[config.mk]
export PLATFORM = sky130hd
export DESIGN_NAME = counter_sequencer
export DESIGN_NICKNAME = d
export VERILOG_FILES = /design/src/rtl/counter_sequencer.sv
export SDC_FILE = /design/constraint.sdc
export NUM_CORES = 1
export LEC_CHECK = 0
export CAP_MARGIN = 20
export CELL_PAD_IN_SITES_DETAIL_PLACEMENT = 0
export CELL_PAD_IN_SITES_GLOBAL_PLACEMENT = 1
export CORE_MARGIN = 3
export CORE_UTILIZATION = 42
export DETAILED_ROUTE_END_ITERATION = 8
export PLACE_DENSITY_LB_ADDON = 0.08
export SYNTH_ARGS = -nofsm -noshare
export SYNTH_HDL_FRONTEND = slang
export SYNTH_SLANG_ARGS = --single-unit
[constraint.sdc]
create_clock -name i_clk -period 4.95 [get_ports i_clk]
set_input_delay 0.7425 -clock i_clk [delete_from_list [all_inputs] [get_ports i_clk]]
set_output_delay 0.7425 -clock i_clk [all_outputs]
set_load 0.05 [all_outputs]
[src/rtl/counter_sequencer.sv]
// Purpose : steps an external prime/Fibonacci counter through its four modes
//           (prime up, prime down, Fibonacci up, Fibonacci down). Each mode is
//           selected, left to settle with the counter disabled, then run for
//           a captured number of advances.
// Latency : start -> LOAD on the next edge. Each mode takes 1 LOAD cycle,
//           SETTLE settle cycles and steps RUN cycles. done is asserted one
//           cycle after the last advance of mode 3, or one cycle after abort.
// Backpr. : hold suspends stepping. enable drops in the same cycle hold is
//           seen, and stepping resumes in the first cycle hold is low again.
//           abort overrides hold, start and step completion.
//
// Parameters
//   SETTLE   : number of enable-low cycles after each mode change (1..7)
//   LOOP_DEF : reset value of the captured loop flag
//
// Ports
//   i_clk      : clock; all state changes on its rising edge
//   i_reset    : asynchronous, active-high reset
//   i_start    : one-cycle start request; accepted only in IDLE or DONE
//   i_hold     : level input; suspends stepping while high
//   i_abort    : one-cycle request to end the schedule immediately
//   i_steps    : advances per mode, captured at start (0 is treated as 1)
//   i_loop     : captured at start; 1 = wrap from mode 3 back to mode 0
//   i_cnt_q    : present value of the attached counter
//   o_PorF     : counter family (0 = prime, 1 = Fibonacci)
//   o_UorD     : counter direction (0 = up, 1 = down)
//   o_enable   : counter enable
//   o_mode_id  : current mode index
//   o_busy     : high in every state except IDLE and DONE
//   o_wrap     : one-cycle pulse after the counter hits the mode's end value
//   o_done     : one-cycle pulse on entering DONE
//   o_step_cnt : advances made in the current mode (saturates at 63)

module counter_sequencer #(
    parameter int SETTLE   = 2,
    parameter bit LOOP_DEF = 1'b0
) (
    input  logic       i_clk,
    input  logic       i_reset,
    input  logic       i_start,
    input  logic       i_hold,
    input  logic       i_abort,
    input  logic [5:0] i_steps,
    input  logic       i_loop,
    input  logic [5:0] i_cnt_q,
    output logic       o_PorF,
    output logic       o_UorD,
    output logic       o_enable,
    output logic [1:0] o_mode_id,
    output logic       o_busy,
    output logic       o_wrap,
    output logic       o_done,
    output logic [5:0] o_step_cnt
);

    // ------------------------------------------------------------------
    // Elaboration-time range check on the settle length
    // ------------------------------------------------------------------
    if (SETTLE < 1 || SETTLE > 7) begin : g_settle_range
        $error("counter_sequencer: SETTLE must be in 1..7");
    end

    // ------------------------------------------------------------------
    // Constants
    // ------------------------------------------------------------------
    localparam logic [2:0] S_IDLE   = 3'd0;
    localparam logic [2:0] S_LOAD   = 3'd1;
    localparam logic [2:0] S_SETTLE = 3'd2;
    localparam logic [2:0] S_RUN    = 3'd3;
    localparam logic [2:0] S_PAUSE  = 3'd4;
    localparam logic [2:0] S_DONE   = 3'd5;

    // Settle counter is loaded with SETTLE-1 and runs down to zero, so the
    // SETTLE state lasts exactly SETTLE cycles.
    localparam logic [2:0] SETTLE_INIT = 3'(SETTLE - 1);

    localparam logic [5:0] STEP_MAX = 6'd63;

    // Last value of each counter sequence, indexed by mode.
    localparam logic [5:0] EOS_PRIME_UP = 6'd31;
    localparam logic [5:0] EOS_PRIME_DN = 6'd2;
    localparam logic [5:0] EOS_FIB_UP   = 6'd55;
    localparam logic [5:0] EOS_FIB_DN   = 6'd0;

    // ------------------------------------------------------------------
    // State
    // ------------------------------------------------------------------
    logic [2:0] r_state;
    logic [1:0] r_mode;
    logic [5:0] r_step_cnt;
    logic [5:0] r_steps;
    logic       r_loop;
    logic [2:0] r_settle_cnt;
    logic       r_PorF;
    logic       r_UorD;
    logic       r_wrap;
    logic       r_done;

    // ------------------------------------------------------------------
    // Combinational decode
    // ------------------------------------------------------------------
    logic       w_idle_like;
    logic       w_capture;
    logic       w_enable;
    logic       w_last;
    logic [5:0] w_steps_cap;
    logic [5:0] w_eos;
    logic [2:0] w_state_nxt;
    logic [1:0] w_mode_nxt;

    assign w_idle_like = (r_state == S_IDLE) || (r_state == S_DONE);

    // A new schedule is accepted only when idle and not cancelled by a
    // simultaneous abort.
    assign w_capture   = w_idle_like && i_start && !i_abort;

    assign w_steps_cap = (i_steps == 6'd0) ? 6'd1 : i_steps;

    // PAUSE with hold released behaves as a RUN cycle. This makes a hold of
    // N cycles cost exactly N enable-low cycles. enable is a function of
    // the state register, so an asynchronous reset drops it immediately.
    assign w_enable = ((r_state == S_RUN) || (r_state == S_PAUSE))
                      && !i_hold && !i_abort;

    // Final advance of the current mode.
    assign w_last = w_enable && (r_step_cnt == (r_steps - 6'd1));

    always_comb begin
        w_eos = EOS_PRIME_UP;
        case (r_mode)
            2'd0: w_eos = EOS_PRIME_UP;
            2'd1: w_eos = EOS_PRIME_DN;
            2'd2: w_eos = EOS_FIB_UP;
            2'd3: w_eos = EOS_FIB_DN;
            default: w_eos = EOS_PRIME_UP;
        endcase
    end

    // ------------------------------------------------------------------
    // Next-state logic
    // ------------------------------------------------------------------
    always_comb begin
        w_state_nxt = r_state;
        w_mode_nxt  = r_mode;
        case (r_state)
            S_IDLE, S_DONE: begin
                if (w_capture) begin
                    w_state_nxt = S_LOAD;
                    w_mode_nxt  = 2'd0;
                end
            end
            S_LOAD: begin
                if (i_abort) w_state_nxt = S_DONE;
                else         w_state_nxt = S_SETTLE;
            end
            S_SETTLE: begin
                // hold is deliberately ignored here; the countdown never
                // stalls, and hold takes effect on the first RUN cycle.
                if (i_abort)                   w_state_nxt = S_DONE;
                else if (r_settle_cnt == 3'd0) w_state_nxt = S_RUN;
            end
            S_RUN, S_PAUSE: begin
                if (i_abort) begin
                    w_state_nxt = S_DONE;
                end else if (i_hold) begin
                    w_state_nxt = S_PAUSE;
                end else if (w_last) begin
                    if ((r_mode == 2'd3) && !r_loop) begin
                        w_state_nxt = S_DONE;
                    end else begin
                        // Mode 3 + 1 wraps to mode 0 in two bits.
                        w_state_nxt = S_LOAD;
                        w_mode_nxt  = r_mode + 2'd1;
                    end
                end else begin
                    w_state_nxt = S_RUN;
                end
            end
            default: begin
                w_state_nxt = S_IDLE;
                w_mode_nxt  = 2'd0;
            end
        endcase
    end

    // ------------------------------------------------------------------
    // FSM state and mode index
    // ------------------------------------------------------------------
    always_ff @(posedge i_clk or posedge i_reset) begin
        if (i_reset) begin
            r_state <= S_IDLE;
            r_mode  <= 2'd0;
        end else begin
            r_state <= w_state_nxt;
            r_mode  <= w_mode_nxt;
        end
    end

    // ------------------------------------------------------------------
    // Schedule parameters captured at start
    // ------------------------------------------------------------------
    always_ff @(posedge i_clk or posedge i_reset) begin
        if (i_reset) begin
            r_steps <= 6'd1;
            r_loop  <= LOOP_DEF;
        end else if (w_capture) begin
            r_steps <= w_steps_cap;
            r_loop  <= i_loop;
        end
    end

    // ------------------------------------------------------------------
    // Counter selects: updated only when entering LOAD, so they stay stable
    // through SETTLE, RUN and PAUSE, and the counter always sees a settle
    // window before it is enabled in a new mode.
    // ------------------------------------------------------------------
    always_ff @(posedge i_clk or posedge i_reset) begin
        if (i_reset) begin
            r_PorF <= 1'b0;
            r_UorD <= 1'b0;
        end else if (w_state_nxt == S_LOAD) begin
            r_PorF <= w_mode_nxt[1];
            r_UorD <= w_mode_nxt[0];
        end
    end

    // ------------------------------------------------------------------
    // Settle countdown
    // ------------------------------------------------------------------
    always_ff @(posedge i_clk or posedge i_reset) begin
        if (i_reset) begin
            r_settle_cnt <= 3'd0;
        end else if (r_state == S_LOAD) begin
            r_settle_cnt <= SETTLE_INIT;
        end else if ((r_state == S_SETTLE) && (r_settle_cnt != 3'd0)) begin
            r_settle_cnt <= r_settle_cnt - 3'd1;
        end
    end

    // ------------------------------------------------------------------
    // Step counter: cleared on every LOAD entry. Otherwise it counts each
    // enabled cycle. An abort leaves it untouched so it can be inspected
    // in DONE.
    // ------------------------------------------------------------------
    always_ff @(posedge i_clk or posedge i_reset) begin
        if (i_reset) begin
            r_step_cnt <= 6'd0;
        end else if (w_state_nxt == S_LOAD) begin
            r_step_cnt <= 6'd0;
        end else if (w_enable && (r_step_cnt != STEP_MAX)) begin
            r_step_cnt <= r_step_cnt + 6'd1;
        end
    end

    // ------------------------------------------------------------------
    // Status pulses
    // ------------------------------------------------------------------
    always_ff @(posedge i_clk or posedge i_reset) begin
        if (i_reset) begin
            r_wrap <= 1'b0;
            r_done <= 1'b0;
        end else begin
            r_wrap <= w_enable && (i_cnt_q == w_eos);
            r_done <= (w_state_nxt == S_DONE) && (r_state != S_DONE);
        end
    end

    // ------------------------------------------------------------------
    // Outputs
    // ------------------------------------------------------------------
    assign o_PorF     = r_PorF;
    assign o_UorD     = r_UorD;
    assign o_enable   = w_enable;
    assign o_mode_id  = r_mode;
    assign o_busy     = !w_idle_like;
    assign o_wrap     = r_wrap;
    assign o_done     = r_done;
    assign o_step_cnt = r_step_cnt;

endmodule

==> impl_metrics.tcl, run 1 <==
set metrics [dict create \
    crit_start "r_state[2]$_DFF_PP0_" \
    synth_top_area_cell "dfrtp_1" \
    timing.hold.ws_ns 0.508 \
    htree_levels 1 \
    async_reset_ff_frac 1.00 \
    nNetsFinal 237 \
    syn_to_final_growth_pct 25.4 \
    dieWidth_um 68.4 \
    ant_nets 0 \
    synth_flop_cell "dfrtp_1" \
    hold_path.startpoint "r_settle_cnt[2]$_DFFE_PP0P_" \
    cp_slowest_cell "clkdlybuf4s50_1" \
    clkLatencyLatePin_ns 0.27 \
    startpoint_type "flip-flop" \
    io_buffers 31 \
    cts_resized 0 \
    power.switching_mw 0.509 \
    diodes 0 \
    p_seq_frac 0.352 \
    first_global_vias 1278 \
    syn_area_per_cell_um2 9.09 \
    setup_viol 0 \
    synth_warnings 0 \
    slew_headroom 0.565 \
    status "finished clean" \
    drt-vias-per-instance 5.40 \
    finalHoldViolations 0 \
    rsz0062_at_grt "false" \
    cts_setup_buffers 0 \
    cp-end-kind "output pin" \
    post-dp-hpwl_um 2670 \
    ios 32 \
    die_h_um 68.4 \
    place_congestion 0.749 \
    p_comb_frac 0.538 \
    core_area_um2 3720 \
    timing.final.ws_setup_ns 1.44 \
    synth_edf_count 0 \
    intPower_mw 0.590 \
    m1WireLength_um 1640 \
    crit_required_ns 4.21 \
    finalSetupTns_ns 0 \
    wl_per_cell_um 13.9 \
    cts_hold_buf 0 \
    grt_pass1_wl_um 6120 \
    timing.rr.start "r_state[1]$_DFF_PP0_" \
    synth.top_cell.area_share 0.367 \
    worstPathCellList "or3b_2 > a211o_1 > inv_1 > clkdlybuf4s50_1" \
    fin_crit_ns 3.51 \
    cts_buffers 3 \
    worst-slew-pin-transition_ns 0.634 \
    grt_max_degree 26 \
    netlist_area_um2 1640 \
    clockBufferDepth 2 \
    grt_overflow 0 \
    max_freq_mhz 285 \
    rows 22 \
    p_leak_nw 0.848 \
    clk_pin_slew_worst_paths_ns 0.08 \
    synth_area_leaders "dfrtp_1 (37%), ha_1 (6.1%), xor2_1 (4.8%)" \
    wl_met2_um 1760 \
    synth.most_common_cell "dfrtp_1" \
    drv_slew 0 \
    syn-instance-count 180 \
    synth_nets 206 \
    initialDrtViolationCount 75 \
    synth_cell_types 42 \
    crit_type "flip-flop to output pin" \
    cts_num_sinks 25 \
    skew_ns 0.00526 \
    pwr-share-clk 0.110 \
    dr_wl_met3_um 126 \
    initial_core_util 0.440 \
    routed.top_layer "met4" \
    antenna_found_initial 0 \
    post-place-ws_ns 1.47 \
    drc 0 \
    grt_use_total 0.172 \
    critical_path.max_fanout 16 \
    dieArea_um2 4680 \
    ir_drop_v 0.000318 \
    fin_total_pwr_mw 1.10 \
    cp.arrival_ns 2.77 \
    ys_seq_area_frac 0.383 \
    hp-class "flip-flop to flip-flop" \
    fin_area_um2 2050 \
    root_buffer "clkbuf_8" \
    swShare 0.463 \
    fin_crit_sh 0.709 \
    layout-drive-gt1-share 0.0810 \
    placed_cell_area_um2 1980 \
    drt-pass1-iter-count 4 \
    crit_path_max_incr_delay_ns 0.83 \
    num_vias 1393 \
    maxCapViolations 0 \
    yosys-top-cells-count "dfrtp_1 (24), inv_1 (16), nand2_1 (15), nor2_1 (15), o21ai_0 (11)" \
    powerDensity_nw_per_um2 536 \
    ys_ff_latch 25 \
    cts_tree "yes" \
    wl_um 3590 \
]
[cell families after synthesis]
| group | synth area share |
|---|---|
| flip-flops | 0.383 |
| AND/OR/NAND/NOR | 0.197 |
| buffers and inverters | 0.0535 |
| adder cells (fa/ha/maj) | 0.0612 |
| XOR/XNOR | 0.0910 |
| multiplexers | 0.0596 |
| AO/OA/AOI/OAI | 0.154 |
[critical path, delay by kind of cell, from the launching register on]
family	cells	cell delay, ns
AND/OR/NAND/NOR	1	0.50
AO/OA/AOI/OAI	1	0.36
buffers and inverters	2	1.01
flip-flops	1	0.63
[worst paths after layout]
path / slack [ns] / to / cells past startpoint
setup / recovery: 1.44 / o_enable / 4
hold / removal: 0.51 / r_settle_cnt[2]$_DFFE_PP0P_ / 1
setup reg to reg: 2.35 / o_PorF$_DFFE_PP0N_ / 5
hold reg to reg: 0.51 / r_settle_cnt[2]$_DFFE_PP0P_ / 1
max in group asynchronous: 3.81 / r_steps[0]$_DFFE_PP1P_ / 3
min in group asynchronous: 0.69 / o_done$_DFF_PP0_ / 2
[cell usage in the layout, fill, tap and decap left out, types with 3 or more instances in the layout]
| cell type | n |
|---|---|
| a21oi_1 | 9 |
| clkbuf_8 | 3 |
| clkdlybuf4s50_1 | 31 |
| dfrtp_1 | 24 |
| ha_1 | 8 |
| inv_1 | 16 |
| mux2_2 | 6 |
| mux2i_1 | 3 |
| nand2_1 | 15 |
| nand3_1 | 5 |
| nand3b_1 | 3 |
| nand4_1 | 3 |
| nor2_1 | 15 |
| nor2b_1 | 3 |
| nor3_1 | 4 |
| o21ai_0 | 11 |
| o22ai_1 | 3 |
| or4_1 | 3 |
| xnor2_1 | 8 |
| xor2_1 | 9 |
[metal layers]
metal | GRT usage | up-vias
met5 | 0 | -
met2 | 0.278 | 24
met4 | 0.0670 | 0
li1 | - | 693
met1 | 0.233 | 671
met3 | 0.0213 | 5
[metrics by stage]
stage | instances | util
final | 258 | 0.552
after global routing | 258 | 0.552
after CTS | 257 | 0.545
after detailed placement | 253 | 0.533
after global placement | 253 | 0.533
after floorplan | 180 | -
[sequential cells by signal, indices dropped and copies added, names as in the netlist]
register      flops
o_wrap            1
r_state           3
r_steps           6
o_done            1
r_settle_cnt      3
o_UorD            1
o_PorF            1
o_mode_id         2
r_loop            1
o_step_cnt        6
[area by class of cell]
class                      instances  area, um^2
sequential                        25         627
fill                             364        1660
clock buffer                       4        45.0
timing repair buffer              32         338
tap                               48        60.1
multi-input combinational        133         922
inverter                          16        60.1
[power groups by stage]
stage | logic [mW] | registers [mW] | clock network [mW]
after floorplan | 0.458 | 0.375 | 0
after global placement | 0.575 | 0.385 | 0
after detailed placement | 0.595 | 0.390 | 0
after CTS | 0.596 | 0.386 | 0.128
after global routing | 0.661 | 0.402 | 0.137
final | 0.592 | 0.387 | 0.121
Power figures use the tool's default switching activity.
==> run 2: changes to the inputs <==
Settings changed: CORE_UTILIZATION 42 to 39.
Clock period 4.95 ns to 3.45 ns, I/O delays scaled along.
==> run 2 against run 1 <==
Compared with the run above: via count unchanged; die area increased by 7.0%; sequential share of layout area decreased by 0.44 points; count of clock-buffer cells in the layout unchanged; wire length decreased by 2.7%; register-to-register slack got worse by 1.2 ns; first-iteration DRC count decreased by 4.0%; worst hold slack got worse by 0.084 ns; combinational power increased by 57%; critical endpoint unchanged; largest cell class unchanged; largest power group unchanged.
==> impl_metrics.tcl, run 2 (same netlist as run 1, synthesis figures left out) <==
set metrics [dict create \
    fin_crit_sh 0.941 \
    ir_drop_v 0.000482 \
    drt-vias-per-instance 5.32 \
    htree_levels 1 \
    hp-class "primary input to async pin" \
    core_area_um2 3850 \
    status "finished clean" \
    crit_type "flip-flop to output pin" \
    fin_crit_ns 3.25 \
    placed_cell_area_um2 2010 \
    stdcell_count 262 \
    fill_cells 375 \
    crit_start "r_state[2]$_DFF_PP0_" \
    skew_ns 0.00354 \
    place_congestion 0.753 \
    io_buffers 31 \
    grt_use_total 0.144 \
    dieArea_um2 5010 \
    finalSetupTns_ns 0 \
    first_global_vias 1296 \
    cts_resized 0 \
    wl_um 3500 \
    max_freq_mhz 308 \
    p_leak_nw 0.868 \
    crit_required_ns 2.93 \
    clk_pin_slew_worst_paths_ns 0.08 \
    cts_tree "yes" \
    startpoint_type "flip-flop" \
    rows 22 \
    cp.arrival_ns 2.73 \
    antenna_found_initial 0 \
    cp_slowest_cell "clkdlybuf4s50_1" \
    timing.rr.start "r_state[2]$_DFF_PP0_" \
    fin_total_pwr_mw 1.60 \
    r2r_slack_ns 1.16 \
    initial_core_util 0.425 \
    ant_nets 0 \
    cts_buffers 3 \
    dp_cells 257 \
    worstPathCellList "or3b_2 > a211o_1 > inv_1 > clkdlybuf4s50_1" \
    wl_per_cell_um 13.3 \
    drc 0 \
    rsz0062_at_grt "false" \
    drv_slew 0 \
    crit_path_max_incr_delay_ns 0.83 \
    num_vias 1393 \
    slew_headroom 0.660 \
    maxCapViolations 0 \
    finalHoldViolations 0 \
    r2r-end "o_step_cnt[4]$_DFFE_PP0P_" \
    powerDensity_nw_per_um2 769 \
    syn_to_final_growth_pct 27.2 \
    ff2ff_path_depth 6 \
    setup_viol 0 \
    layout-drive-gt1-share 0.0981 \
    crit_path_end "o_enable" \
    initialDrtViolationCount 72 \
    dieWidth_um 70.8 \
    post-dp-hpwl_um 2650 \
    cts_num_sinks 25 \
    die_h_um 70.8 \
    ios 32 \
    cp-end-kind "output pin" \
    clockBufferDepth 2 \
    fin_area_um2 2080 \
    grt_overflow 0 \
    grt_max_degree 26 \
    nNetsFinal 241 \
    critical_path.max_fanout 16 \
    cts_hold_buf 0 \
    diodes 0 \
    drt-pass1-iter-count 4 \
    worst-slew-pin-transition_ns 0.508 \
    layout_common_cells "clkdlybuf4s50_1 (31), dfrtp_1 (24), inv_1 (16)" \
    root_buffer "clkbuf_8" \
    fin_util 0.540 \
    cts_setup_buffers 0 \
    clkLatencyLatePin_ns 0.26 \
    grt_pass1_wl_um 6020 \
    layout_commonest_cell "clkdlybuf4s50_1" \
]
## run 2: how the worst min path moves through the flow
stage                                           start                     endpoint  slack [ns]  cells past startpoint
after global routing                          i_reset             o_done$_DFF_PP0_        0.43                      2
final                                         i_reset             o_done$_DFF_PP0_        0.42                      2
after detailed placement           r_loop$_DFFE_PP0P_           r_loop$_DFFE_PP0P_        0.50                      1
after CTS                          r_loop$_DFFE_PP0P_           r_loop$_DFFE_PP0P_        0.52                      1
after global placement             r_loop$_DFFE_PP0P_           r_loop$_DFFE_PP0P_        0.49                      1
after floorplan           r_settle_cnt[2]$_DFFE_PP0P_  r_settle_cnt[2]$_DFFE_PP0P_        0.47                      1
## run 2: power by group
part | switching (mW) | leakage [nW] | internal, mW
Clock | 0.0882 | 0.0228 | 0.0825
Combinational | 0.531 | 0.523 | 0.400
Sequential | 0.106 | 0.322 | 0.395
## run 2: cell type report
class	count	area, um^2	area share
multi-input combinational	133	922	0.443
sequential	25	627	0.301
timing repair buffer	36	368	0.177
inverter	16	60.1	0.0288
tap	48	60.1	0.0288
clock buffer	4	45.0	0.0216
## run 2: stage by stage
| step | hold slack [ns] | setup WS, ns |
|---|---|---|
| final | 0.425 | 0.203 |
| after global routing | 0.432 | 0.0908 |
| after CTS | 0.516 | 0.192 |
| after detailed placement | 0.496 | 0.496 |
| after global placement | 0.487 | 0.535 |
| after floorplan | 0.466 | 1.10 |
## run 2: routing by layer
metal	share of wire	routed length, um	global-route usage
met1	0.47	1650	0.190
met2	0.48	1690	0.238
met3	0.035	124	0.0241
met4	0.011	38	0.0501
met5	0	0	0
## run 2: critical path: cells and delay by family, from the launching register on
family | cells | cell delay, ns
AO/OA/AOI/OAI | 1 | 0.36
buffers and inverters | 2 | 1.01
flip-flops | 1 | 0.59
AND/OR/NAND/NOR | 1 | 0.51
